**src/rtl/mul_div_unit_if.sv**
```systemverilog
// Pipeline-side bundle for the HI/LO multiply/divide unit: operation request,
// MTHI/MTLO writes, and the status/result outputs.
interface mul_div_unit_if #(
  parameter int WIDTH = 32
);
  logic             start;
  logic [1:0]       op;
  logic [WIDTH-1:0] a;
  logic [WIDTH-1:0] b;
  logic             wr_hi;
  logic             wr_lo;
  logic [WIDTH-1:0] wr_data;
  logic             busy;
  logic             done;
  logic             div_zero;
  logic [WIDTH-1:0] hi;
  logic [WIDTH-1:0] lo;

  modport master (
    output start, op, a, b, wr_hi, wr_lo, wr_data,
    input  busy, done, div_zero, hi, lo
  );

  modport slave (
    input  start, op, a, b, wr_hi, wr_lo, wr_data,
    output busy, done, div_zero, hi, lo
  );
endinterface

```
**src/rtl/mul_div_unit.sv**
```systemverilog
// Iterative MULT/MULTU/DIV/DIVU unit owning the architectural HI/LO registers.
// One shift-add or restoring-divide step per RUN cycle, sign fix-up in FIX.
module mul_div_unit #(
  parameter int WIDTH = 32
) (
  input  logic           clk,
  input  logic           rst_n,
  mul_div_unit_if.slave  bus
);

  localparam int             CW   = (WIDTH > 1) ? $clog2(WIDTH) : 1;
  localparam logic [CW-1:0]  LAST = CW'(WIDTH - 1);

  typedef enum logic [1:0] {
    S_IDLE = 2'd0,
    S_RUN  = 2'd1,
    S_FIX  = 2'd2
  } state_t;

  state_t           r_state;
  state_t           w_state_nxt;
  logic             w_accept;
  logic             w_step;
  logic             w_fix;

  logic [CW-1:0]    r_cnt;
  logic             r_done;
  logic             r_div_zero;
  logic [WIDTH-1:0] r_hi;
  logic [WIDTH-1:0] r_lo;

  logic [WIDTH-1:0] r_acc;
  logic [WIDTH-1:0] r_q;
  logic [WIDTH-1:0] r_b_mag;
  logic [WIDTH-1:0] r_a_raw;
  logic             r_is_div;
  logic             r_neg_q;
  logic             r_neg_r;
  logic             r_b_zero;

  logic             w_signed;
  logic             w_a_neg;
  logic             w_b_neg;
  logic [WIDTH-1:0] w_a_mag;
  logic [WIDTH-1:0] w_b_mag;

  logic [WIDTH:0]   w_mul_sum;
  logic [WIDTH:0]   w_div_shift;
  logic [WIDTH:0]   w_div_diff;
  logic             w_div_ge;
  logic [WIDTH-1:0] w_acc_nxt;
  logic [WIDTH-1:0] w_q_nxt;

  logic [2*WIDTH-1:0] w_prod;
  logic [2*WIDTH-1:0] w_prod_s;
  logic [WIDTH-1:0]   w_quo_s;
  logic [WIDTH-1:0]   w_rem_s;
  logic [WIDTH-1:0]   w_fix_hi;
  logic [WIDTH-1:0]   w_fix_lo;

  // ---------------------------------------------------------------- FSM
  // NOTE: sequential state uses non-blocking (<=) so every flop samples the
  // pre-edge values; combinational blocks use blocking (=).
  always_ff @(posedge clk or negedge rst_n) begin
    if (!rst_n) r_state <= S_IDLE;
    else        r_state <= w_state_nxt;
  end

  // NOTE: every output of this block is given a default first, so no path
  // leaves a signal unassigned and no latch is inferred.
  always_comb begin
    w_state_nxt = r_state;
    w_accept    = 1'b0;
    w_step      = 1'b0;
    w_fix       = 1'b0;
    unique case (r_state)
      S_IDLE: begin
        if (bus.start) begin
          w_accept    = 1'b1;
          w_state_nxt = S_RUN;
        end
      end
      S_RUN: begin
        w_step = 1'b1;
        if (r_cnt == LAST) w_state_nxt = S_FIX;
      end
      S_FIX: begin
        w_fix       = 1'b1;
        w_state_nxt = S_IDLE;
      end
      default: w_state_nxt = S_IDLE;
    endcase
  end

  // ---------------------------------------------------- operand magnitudes
  always_comb begin
    w_signed = ~bus.op[0];
    w_a_neg  = w_signed & bus.a[WIDTH-1];
    w_b_neg  = w_signed & bus.b[WIDTH-1];
    w_a_mag  = w_a_neg ? (~bus.a + 1'b1) : bus.a;
    w_b_mag  = w_b_neg ? (~bus.b + 1'b1) : bus.b;
  end

  // ------------------------------------------------------ iteration step
  // Multiply shifts {acc,q} right after adding the multiplicand into acc;
  // divide shifts {acc,q} left and subtracts the divisor when it fits.
  always_comb begin
    w_mul_sum   = {1'b0, r_acc} + (r_q[0] ? {1'b0, r_b_mag} : '0);
    w_div_shift = {r_acc, r_q[WIDTH-1]};
    w_div_ge    = (w_div_shift >= {1'b0, r_b_mag});
    w_div_diff  = w_div_shift - {1'b0, r_b_mag};
    if (r_is_div) begin
      w_acc_nxt = w_div_ge ? w_div_diff[WIDTH-1:0] : w_div_shift[WIDTH-1:0];
      w_q_nxt   = {r_q[WIDTH-2:0], w_div_ge};
    end else begin
      w_acc_nxt = w_mul_sum[WIDTH:1];
      w_q_nxt   = {w_mul_sum[0], r_q[WIDTH-1:1]};
    end
  end

  // ------------------------------------------------------- FIX results
  always_comb begin
    w_prod   = {r_acc, r_q};
    w_prod_s = r_neg_q ? (~w_prod + 1'b1) : w_prod;
    w_quo_s  = r_neg_q ? (~r_q + 1'b1) : r_q;
    w_rem_s  = r_neg_r ? (~r_acc + 1'b1) : r_acc;
    if (!r_is_div) begin
      w_fix_hi = w_prod_s[2*WIDTH-1:WIDTH];
      w_fix_lo = w_prod_s[WIDTH-1:0];
    end else if (r_b_zero) begin
      w_fix_hi = r_a_raw;
      w_fix_lo = '1;
    end else begin
      w_fix_hi = w_rem_s;
      w_fix_lo = w_quo_s;
    end
  end

  // ------------------------------------------------ working registers
  // NOTE: these datapath flops are always loaded at accept before they are
  // read, so they carry no reset; only architectural/control state is reset.
  always_ff @(posedge clk) begin
    if (w_accept) begin
      r_acc    <= '0;
      r_q      <= w_a_mag;
      r_b_mag  <= w_b_mag;
      r_a_raw  <= bus.a;
      r_is_div <= bus.op[1];
      r_neg_q  <= w_a_neg ^ w_b_neg;
      r_neg_r  <= w_a_neg;
      r_b_zero <= (bus.b == '0);
    end else if (w_step) begin
      r_acc    <= w_acc_nxt;
      r_q      <= w_q_nxt;
    end
  end

  // ------------------------------------- counter, HI/LO, status outputs
  always_ff @(posedge clk or negedge rst_n) begin
    if (!rst_n) begin
      r_cnt      <= '0;
      r_done     <= 1'b0;
      r_div_zero <= 1'b0;
      r_hi       <= '0;
      r_lo       <= '0;
    end else begin
      r_done <= w_fix;
      if (w_accept)    r_cnt <= '0;
      else if (w_step) r_cnt <= r_cnt + 1'b1;

      // MTHI/MTLO only land while idle; a write alongside start lands now
      // and is later overwritten by the result in FIX.
      if (w_fix) begin
        r_hi       <= w_fix_hi;
        r_lo       <= w_fix_lo;
        r_div_zero <= r_is_div & r_b_zero;
      end else if (r_state == S_IDLE) begin
        if (bus.wr_hi) r_hi <= bus.wr_data;
        if (bus.wr_lo) r_lo <= bus.wr_data;
      end
    end
  end

  assign bus.busy     = (r_state != S_IDLE);
  assign bus.done     = r_done;
  assign bus.div_zero = r_div_zero;
  assign bus.hi       = r_hi;
  assign bus.lo       = r_lo;

endmodule

```
**src/flat_wrapper.sv**
```systemverilog
// flat-port wrapper written by rule: the top's interface ports become plain ports
module mul_div_unit_flat 
#(
  parameter int WIDTH = 32
)
  (clk, rst_n, bus_start, bus_op, bus_a, bus_b, bus_wr_hi, bus_wr_lo, bus_wr_data, bus_busy, bus_done, bus_div_zero, bus_hi, bus_lo);
  mul_div_unit_if #(.WIDTH(WIDTH)) bus_i ();
  input  logic clk;
  input  logic rst_n;
  input wire logic [$bits(bus_i.start)-1:0] bus_start;
  input wire logic [$bits(bus_i.op)-1:0] bus_op;
  input wire logic [$bits(bus_i.a)-1:0] bus_a;
  input wire logic [$bits(bus_i.b)-1:0] bus_b;
  input wire logic [$bits(bus_i.wr_hi)-1:0] bus_wr_hi;
  input wire logic [$bits(bus_i.wr_lo)-1:0] bus_wr_lo;
  input wire logic [$bits(bus_i.wr_data)-1:0] bus_wr_data;
  output wire logic [$bits(bus_i.busy)-1:0] bus_busy;
  output wire logic [$bits(bus_i.done)-1:0] bus_done;
  output wire logic [$bits(bus_i.div_zero)-1:0] bus_div_zero;
  output wire logic [$bits(bus_i.hi)-1:0] bus_hi;
  output wire logic [$bits(bus_i.lo)-1:0] bus_lo;
  assign bus_i.start = bus_start;
  assign bus_i.op = bus_op;
  assign bus_i.a = bus_a;
  assign bus_i.b = bus_b;
  assign bus_i.wr_hi = bus_wr_hi;
  assign bus_i.wr_lo = bus_wr_lo;
  assign bus_i.wr_data = bus_wr_data;
  assign bus_busy = bus_i.busy;
  assign bus_done = bus_i.done;
  assign bus_div_zero = bus_i.div_zero;
  assign bus_hi = bus_i.hi;
  assign bus_lo = bus_i.lo;
  mul_div_unit #(.WIDTH(WIDTH)) u_core (.clk(clk), .rst_n(rst_n), .bus(bus_i));
endmodule
```
**config.mk**
```make
export PLATFORM = sky130hd
export DESIGN_NAME = mul_div_unit_flat
export DESIGN_NICKNAME = d
export VERILOG_FILES = /design/src/rtl/mul_div_unit_if.sv /design/src/rtl/mul_div_unit.sv /design/src/flat_wrapper.sv
export SDC_FILE = /design/constraint.sdc
export NUM_CORES = 1
export LEC_CHECK = 0
export CAP_MARGIN = 20
export CELL_PAD_IN_SITES_DETAIL_PLACEMENT = 2
export CELL_PAD_IN_SITES_GLOBAL_PLACEMENT = 2
export CORE_MARGIN = 2
export CORE_UTILIZATION = 35
export CTS_CLUSTER_SIZE = 20
export DETAILED_ROUTE_END_ITERATION = 8
export PLACE_DENSITY_LB_ADDON = 0.1
export SYNTH_ARGS = -nofsm -noshare
export SYNTH_HDL_FRONTEND = slang
export SYNTH_SLANG_ARGS = --single-unit
```
**constraint.sdc**
```tcl
create_clock -name clk -period 4.21 [get_ports clk]
set_input_delay 0.842 -clock clk [delete_from_list [all_inputs] [get_ports clk]]
set_output_delay 0.842 -clock clk [all_outputs]
set_load 0.01 [all_outputs]
```
After elaboration in Yosys (flattened, before gate mapping)

Cells that the tools add are included.

Bits in registers: 205
Latch bits: 0
Bits in writable memories: 0
Memory bits (read-only): 0
Bits of input ports: 103
Output and inout bits: 67
Word-level logic and storage cells: 78
Memories: 0

Add/subtract/negate cells: 8
$mul: 0
Div/mod/pow operators: 0
Magnitude comparators: 1
Equality and inequality tests: 5
Shift operators: 0
Multiplexer cells: 30
Bitwise logic cells: 10
Reductions and logical operators: 10

Operator list:

| operator                | number |
|---|---|
| $mux W32                | 20 |
| $add A32 B1 Y32 const B | 4 |
| $not A32 Y32            | 4 |
| $add A64 B1 Y64 const B | 1 |
| $mux W64                | 1 |
| $not A64 Y64            | 1 |
| $add A32 B32 Y33        | 1 |
| $ge A33 B32 Y1          | 1 |
| $logic_not A32 Y1       | 1 |
| $sub A32 B32 Y32        | 1 |
| $mux W5                 | 2 |
| $reduce_bool A2 Y1      | 5 |
| $reduce_and A2 Y1       | 3 |
| $add A5 B1 Y5 const B   | 1 |
| $eq A5 B5 Y1 const B    | 1 |
| $mux W1                 | 4 |
| $mux W2                 | 2 |
| $pmux W2 S2             | 1 |
| $and A1 B1 Y1           | 3 |
| $eq A2 B1 Y1 const B    | 1 |
| $eq A2 B2 Y1 const B    | 1 |
| $logic_not A2 Y1        | 1 |
| $ne A2 B1 Y1 const B    | 1 |
| $ne A2 B2 Y1 const B    | 1 |
| other kinds (2)         | 2 |

Longest topological paths before layout

Gate-level depths: netlist of run 1.

Word-level depth: 6
Depth in mapped cells: 15

Worst setup path after synthesis of run 1

Ideal clock, no wire load.

Path type: in2reg
Start point: in bus_start
End point: reg u_core.r_q[1] (data pin)
Library setup time: 0.378 ns
Arrival: 3.272 ns
Data required time: 3.832 ns
Slack: 0.560 ns
Stages: 4
Buffers on the path: 1
Cells stage by stage: nand2_1 clkinv_1 clkbuf_1 a31oi_1

Cells in the longest elaborated chain, start to end: 3

RTL lines:

| element                | line                | text |
|---|---|---|
| start: declaration     | flat_wrapper.sv:10  | `input wire logic [$bits(bus_i.start)-1:0] bus_start;` |
| $mux W1                | mul_div_unit.sv:78  | `if (bus.start) begin` |
| $mux W1                | mul_div_unit.sv:76  | `unique case (r_state)` |
| net u_core.w_accept    | mul_div_unit.sv:22  | `logic w_accept;` |
| $mux W32               | mul_div_unit.sv:143 | `if (w_accept) begin` |
| end signal: assignment | mul_div_unit.sv:145 | `r_q <= w_a_mag;` |
| end signal: assignment | mul_div_unit.sv:154 | `r_q <= w_q_nxt;` |
| end: declaration       | mul_div_unit.sv:33  | `logic [WIDTH-1:0] r_q;` |

The timed path passes the listed nets, and every way through them passes these cells.
A chain may end at the register's enable or synchronous reset.

Final worst setup path of run 1

Start point: reg u_core.r_q[0]
End point: reg u_core.r_acc[29]

Cells in the longest elaborated chain, start to end: 3

RTL lines:

| element                | line                | text |
|---|---|---|
| $mux W32               | mul_div_unit.sv:108 | `w_mul_sum = {1'b0, r_acc} + (r_q[0] ? {1'b0, r_b_mag} : '0);` |
| $add A32 B32 Y33       | mul_div_unit.sv:108 |  |
| $mux W32               | mul_div_unit.sv:112 | `if (r_is_div) begin` |
| end signal: assignment | mul_div_unit.sv:153 | `r_acc <= w_acc_nxt;` |
| end: declaration       | mul_div_unit.sv:32  | `logic [WIDTH-1:0] r_acc;` |

No other way between the ends.

==> key figures, run 1 <==
Clock tree
  • Clock root buffer: clkbuf_16
  • Clk sink count: 205
  • CTS Hold Bufs: 0
  • TritonCTS Buffers: 27
  • H-tree levels: 1
  • Clock Path Buffers: 3
  • CTS clk-pin slew, worst paths: roughly 0.060 ns
  • CTS tree: yes
  • Insertion delay to the later sink of the worst-skew pair: ~0.59 ns

Drt
  • Initial drt markers: about 1100
  • DRC violations left: 0
  • Vias after detailed routing: around 16000
  • Avg WL per Cell: 26.1 µm
  • ANT nets after route: 0
  • Final WL: ~69000 µm
  • Vias/cell: just under 6
  • DRT Pass-1 Iters: 5

Timing
  • Worst-Margin Slew: 1.03 ns
  • Fin crit share: 0.932
  • Fmax: between 0.2 and 0.3 GHz
  • Final worst slack: between 0.2 and 0.3 ns
  • RSZ-0062 raised after global routing: false
  • Final hold vios: 0
  • Final setup viols: 0
  • Clock Skews: around 0.030 ns
  • Setup TNS: 0 ns
  • Worst slew margin: 0.313
  • Fin crit period: about 3.9 ns
  • Final count of pins violating max slew: 0

Placement
  • HPWL Detailed: about 53000 µm
  • Dpl ws: -0.124 ns
  • PortBufs: roughly 170
  • Routability Congestion: just under 0.9

Yosys
  • Syn Nets: between 2000 and 2500
  • Seq cells post-synth: about 210
  • Ys flop type: edfxtp_1
  • Avg Cell Area, Syn: 8.31 µm²
  • Share of the synthesized area in the top cell type: 0.193
  • Ys Warns: 0
  • Most frequent cells after synthesis: nand2_1, o21ai_0, a21oi_1
  • Async SR Flop Fraction: 0.356
  • Top cells by area, synth: edfxtp_1, dfrtp_1, o21ai_0, xnor2_1, ha_1
  • Post-synth top area cell: edfxtp_1
  • Top-count cell post-synth: nand2_1
  • Post-Syn Instances: approximately 1900
  • Post-synth cell types: between 70 and 80
  • Post-synth EDFFs: 100
  • Sequential area share after synthesis: 0.352
  • Cell area after synthesis: 0.0155 mm²

GRT
  • Largest net degree at the start of global routing: 74
  • Met1 global-route usage: 0.399
  • Global route overflow: 0
  • M2 GR Usage: 0.483
  • GRT busiest layer: met2
  • Initial antenna violation count: 8
  • Met3 usage: 0.0563
  • Gr usage total: 0.296
  • Vias in the first global route: ~17000
  • First-pass GRT wire length: roughly 110000 µm

Layout
  • Layout cells sized above 1: 0.0731
  • Nets: around 2200
  • Area added between synthesis and finish: 22.3%

Setup path
  • Slowest cell delay on critical path: about 0.45 ns
  • CP startpoint kind: register
  • Crit-path slowest cell: fa_1
  • Crit-path cells: buf_4 -> and2_1 -> ha_1 -> fa_1 -> a211oi_1 -> nor2_1 -> a211oi_1 -> buf_4 -> o21ai_0 -> a311oi_1 -> buf_4 -> nor3_1 -> nor3_1 -> xnor2_1 -> a22oi_1 -> o21ai_0
  • Worst Path Required: 4.63 ns
  • Sum of buffers and inverters on the critical path: 3
  • CP Class: reg2reg
  • Critical path data arrival time: 4.35 ns
  • Worst path most repeated cell: buf_4
  • Largest fanout on the critical path: 5
  • Critical Path End Type: register
  • Largest delay share family, worst path: compound AO/OA/AOI/OAI gates

Power and ir drop
  • PwrDens: 766 mW/mm²
  • VDD IR-drop max: approximately 0.34 mV
  • Static Leak: 0.00749 µW

Floorplan
  • Core Box Area: around 0.044 mm²
  • I/O pin count: between 150 and 200
  • Die H: approximately 210 µm
  • Core Rows: 77
  • Initial core utilization: 0.353
  • Die X: around 210 µm
  • Die area: roughly 0.046 mm²

Worst hold path
  • Worst Hold Class: in2async

Run status
  • Status: finished clean

Job
  • Max-cap check violation count: 0
[sequential cells by signal, summed over array words and instances, names as in the netlist]
| register | count |
|---|---|
| u_core.bus.done | 1 |
| u_core.bus.div_zero | 1 |
| u_core.r_is_div | 1 |
| u_core.r_b_zero | 1 |
| u_core.r_a_raw | 32 |
| u_core.r_acc | 32 |
| u_core.bus.hi | 32 |
| u_core.r_cnt | 5 |
| u_core.r_neg_r | 1 |
| u_core.r_b_mag | 32 |
| u_core.r_neg_q | 1 |
| u_core.bus.lo | 32 |
| u_core.r_state | 2 |
| u_core.r_q | 32 |
[cells by family after synthesis]
kind of cell	after synthesis	synth area share
flops	205	0.352
fa+ha+maj	72	0.0590
simple gates	576	0.175
xor+xnor	184	0.104
mux	42	0.0274
compound gates	616	0.241
buf+inv	173	0.0419
[layout make-up]
class | instances | area [µm²]
timing repair buffer | 243 | 2260
multi-input combinational | 1490 | 9430
tap | 592 | 741
antenna | 2 | 5.00
clock inverter | 9 | 83.8
clock buffer | 41 | 768
fill | 4973 | 25000
inverter | 64 | 246
sequential | 205 | 5470
[worst paths after layout]
| check | from | endpoint | slack, ns | depth (start not counted) |
|---|---|---|---|---|
| worst max-delay path | u_core.r_q[0] | u_core.r_acc[29] | 0.29 | 16 |
| worst min-delay path | rst_n | u_core.r_state[1] | 0.41 | 1 |
| worst max register to register | u_core.r_q[0] | u_core.r_acc[29] | 0.29 | 16 |
| worst min register to register | u_core.bus.lo[12] | u_core.bus.lo[12] | 0.49 | 2 |
| max in group asynchronous | rst_n | u_core.bus.hi[23] | 3.08 | 1 |
| min in group clk | u_core.bus.lo[12] | u_core.bus.lo[12] | 0.49 | 2 |
[layout by cell type (no fill, tap or decap), drive strengths merged, types with 73 or more instances in the layout]
master / netlist / final
nor2: 135 / 135
buf: 9 / 75
dfrtp: 73 / 73
edfxtp: 100 / 100
nand2: 226 / 226
a21oi: 139 / 139
o21ai: 223 / 223
xnor2: 114 / 114
clkdlybuf4s50: 0 / 168
[metal layers]
metal / share of wire / vias to the layer above
met5: 0.00059 / -
met4: 0.027 / 6
met3: 0.064 / 106
met2: 0.46 / 382
met1: 0.45 / 7906
li1: - / 7138
[stage by stage]
stage	total power (µW)	util	hold slack [ns]	instance area (µm²)	instances
floorplan	8630	-	0.465	15500	1868
global placement	11700	0.412	0.465	18100	2594
detailed placement	12100	0.412	0.480	18100	2594
CTS	14500	0.431	0.467	19000	2644
global route	15500	0.431	0.505	19000	2645
finish	14500	0.431	0.407	19000	2646
[where the power goes]
part	switching, µW	internal [µW]
Sequential	932	2980
Clock	983	1320
Combinational	4890	3450
[what timing repair did]
| action | in CTS | in global routing |
|---|---|---|
| buffers inserted | 0 | 0 |
| setup endpoints to repair | 0 | 1 |
| resized for setup | 0 | 1 |
(Power assumes the default switching activity.)
==> run 2: changes to the inputs <==
--- a/config.mk
+++ b/config.mk
@@ -16,3 +16,4 @@
 export SYNTH_ARGS = -nofsm -noshare
 export SYNTH_HDL_FRONTEND = slang
 export SYNTH_SLANG_ARGS = --single-unit
+export TNS_END_PERCENT = 100
==> results of run 2 <==
Final layout, timing and power as in run 1 (identical DEF).
==> run 3: changes to the inputs <==
--- a/config.mk
+++ b/config.mk
@@ -12,7 +12,7 @@
 export CORE_UTILIZATION = 35
 export CTS_CLUSTER_SIZE = 20
 export DETAILED_ROUTE_END_ITERATION = 8
-export PLACE_DENSITY_LB_ADDON = 0.1
+export PLACE_DENSITY = 0.81
 export SYNTH_ARGS = -nofsm -noshare
 export SYNTH_HDL_FRONTEND = slang
 export SYNTH_SLANG_ARGS = --single-unit
==> run 3 against run 2 <==
  * Via count rose by 2.1%
  * First-iteration DRC count grew 16%
  * Clock power about the same
  * Utilization increased by 0.088 points
  * Register-to-register slack improved by 0.07 ns
  * Global-route usage hardly changed
  * Wire length grew 0.16%
  * Non-clock buffer count up 4
  * Critical path type unchanged
  * Highest routed layer unchanged
==> key figures, run 3 (same netlist as run 1, synthesis figures left out) <==
Run status
  • Status: finished clean (unchanged)

GRT
  • Largest net degree at the start of global routing: 74 (unchanged)
  • Gr usage total: 0.296 (about the same)
  • Vias in the first global route: 17000 (was 16700)
  • Global route overflow: 0 (unchanged)
  • First-pass GRT wire length: 106000 µm (was 105000 µm)
  • Initial antenna violation count: 5 (was 8)

Clock tree
  • Post-CTS Setup Bufs: 0 (unchanged)
  • H-tree levels: 1 (unchanged)
  • CTS tree: yes (unchanged)
  • CTS clk-pin slew, worst paths: 0.06 ns (about the same)
  • Insertion delay to the later sink of the worst-skew pair: 0.58 ns (was 0.59 ns)
  • Clock root buffer: clkbuf_16 (unchanged)
  • Clock Path Buffers: 3 (unchanged)
  • TritonCTS Buffers: 28 (was 27)
  • CTS Hold Bufs: 0 (unchanged)
  • CTS resizes: 0 (unchanged)
  • Clk sink count: 205 (unchanged)

Timing
  • Fin crit share: 0.916 (was 0.932)
  • Final hold vios: 0 (unchanged)
  • Fin crit period: 3.86 ns (was 3.92 ns)
  • Hold Slack: 0.0923 ns (was 0.407 ns)
  • RSZ-0062 raised after global routing: false (unchanged)
  • Worst slew margin: 0.350 (was 0.313)
  • Worst-Margin Slew: 0.971 ns (was 1.03 ns)
  • Final setup viols: 0 (unchanged)
  • Clock Skews: 0.0115 ns (was 0.0301 ns)
  • Final count of pins violating max slew: 0 (unchanged)
  • Setup TNS: 0 ns (unchanged)
  • Fmax: 0.259 GHz (was 0.255 GHz)

Power and ir drop
  • Static Leak: 0.00753 µW (was 0.00749 µW)
  • VDD IR-drop max: 0.326 mV (was 0.337 mV)
  • PwrDens: 768 mW/mm² (was 766 mW/mm²)

Layout
  • Most common cell after layout, fill and taps aside: nand2_1 (unchanged)
  • Nets: 2211 (was 2206)
  • Post-layout instance area: 0.0190 mm² (about the same)
  • Most frequent cells in the layout: nand2_1, o21ai_0, clkdlybuf4s50_1, a21oi_1, nor2_1 (unchanged)
  • Fin cells: 2651 (was 2646)
  • Area added between synthesis and finish: 22.6% (was 22.3%)
  • Final core occ: 0.432 (was 0.431)
  • Layout cells sized above 1: 0.0763 (was 0.0731)

Placement
  • Routability Congestion: 0.918 (was 0.890)
  • # placed instances: 2597 (was 2594)
  • Area post-placement: 0.0182 mm² (was 0.0181 mm²)
  • HPWL Detailed: 53300 µm (was 53100 µm)
  • PortBufs: 169 (unchanged)

Floorplan
  • Core Rows: 77 (unchanged)
  • Initial core utilization: 0.353 (unchanged)
  • I/O pin count: 170 (unchanged)
  • Die area: 0.0461 mm² (unchanged)
  • Die H: 215 µm (unchanged)
  • Core Box Area: 0.0440 mm² (unchanged)
  • Die X: 215 µm (unchanged)

Setup path
  • Critical Path End Type: register (unchanged)
  • Worst Path Required: 4.70 ns (was 4.63 ns)
  • R2R depth: 15 (was 16)
  • Worst reg2reg startpoint: u_core.r_q[0] (unchanged)
  • Worst reg2reg setup slack: 0.35 ns (was 0.29 ns)
  • Crit-path slowest cell: a2111oi_0 (was fa_1)
  • CP startpoint kind: register (unchanged)
  • Crit-path cells: inv_1 -> buf_4 -> buf_4 -> buf_4 -> nor2_1 -> ha_1 -> a21oi_1 -> o21bai_1 -> a21oi_1 -> nor2_1 -> a2111oi_0 -> nor2_1 -> nor3_1 -> nand3_1 -> a22oi_1 (was buf_4 -> and2_1 -> ha_1 -> fa_1 -> a211oi_1 -> nor2_1 -> a211oi_1 -> buf_4 -> o21ai_0 -> a311oi_1 -> buf_4 -> nor3_1 -> nor3_1 -> xnor2_1 -> a22oi_1 -> o21ai_0)
  • Largest fanout on the critical path: 14 (was 5)
  • Critical path data arrival time: 4.35 ns (about the same)
  • R2R Path End: u_core.r_acc[30] (was u_core.r_acc[29])
  • Slowest cell delay on critical path: 0.55 ns (was 0.45 ns)
  • CP Class: reg2reg (unchanged)

Drt
  • Initial drt markers: 1218 (was 1050)
  • Vias/cell: 5.99 (was 5.87)
  • DRT Pass-1 Iters: 5 (unchanged)
  • ANT nets after route: 0 (unchanged)
  • Vias after detailed routing: 15900 (was 15500)
  • DRC violations left: 0 (unchanged)
  • Final WL: 69000 µm (was 68900 µm)
  • Avg WL per Cell: 26.0 µm (was 26.1 µm)

Job
  • Max-cap check violation count: 0 (unchanged)

Worst hold path
  • Worst Hold Class: in2async (unchanged)
## run 3: cell type report
class / count / area (µm²)
well taps: 592 / 741
repair buffers: 247 / 2310
inverters: 64 / 243
fillers: 4867 / 25000
clock inverters: 13 / 76.3
multi-input cells: 1490 / 9430
clock buffers: 38 / 768
flip-flops and latches: 205 / 5470
diodes: 2 / 5.00
## run 3: worst max path at each step
stage             startpoint          endpoint  slack [ns]
2_1_floorplan      bus_start     u_core.r_q[1]        0.56
3_3_place_gp        bus_a[8]    u_core.r_q[28]        0.02
3_5_place_dp        bus_a[8]    u_core.r_q[29]       -0.08
4_1_cts        u_core.r_q[0]  u_core.r_acc[30]        0.35
5_1_grt        u_core.r_q[0]  u_core.r_acc[30]        0.11
6_report       u_core.r_q[0]  u_core.r_acc[30]        0.35
## run 3: power breakdown
part / internal [µW] / leakage [µW] / switching [µW]
clock: 1270 / 0.000420 / 1010
combinational: 3450 / 0.00497 / 4910
sequential: 2980 / 0.00213 / 1000
total: 7710 / 0.00753 / 6920
## run 3: per-stage QoR
stage | total power [µW] | setup slack, ns
after detailed placement | 12100 | -0.0815
after CTS | 14500 | 0.349
after global placement | 11600 | 0.0198
after global routing | 15600 | 0.106
after floorplan | 8630 | 0.560
final | 14600 | 0.352
## run 3: layer usage
layer,GRT usage,share of wire,wire length [µm]
met5,0,0.00019,13
met4,0.102,0.033,2280
met3,0.0472,0.061,4240
met2,0.488,0.47,32400
met1,0.394,0.44,30200
## run 3: critical path, delay by kind of cell (launching register included)
kind	cells	cell delay, ns
AO/OA/AOI/OAI	5	1.36
buffers and inverters	4	0.84
AND/OR/NAND/NOR	5	0.66
flip-flops	1	0.53
adder cells (fa/ha/maj)	1	0.39
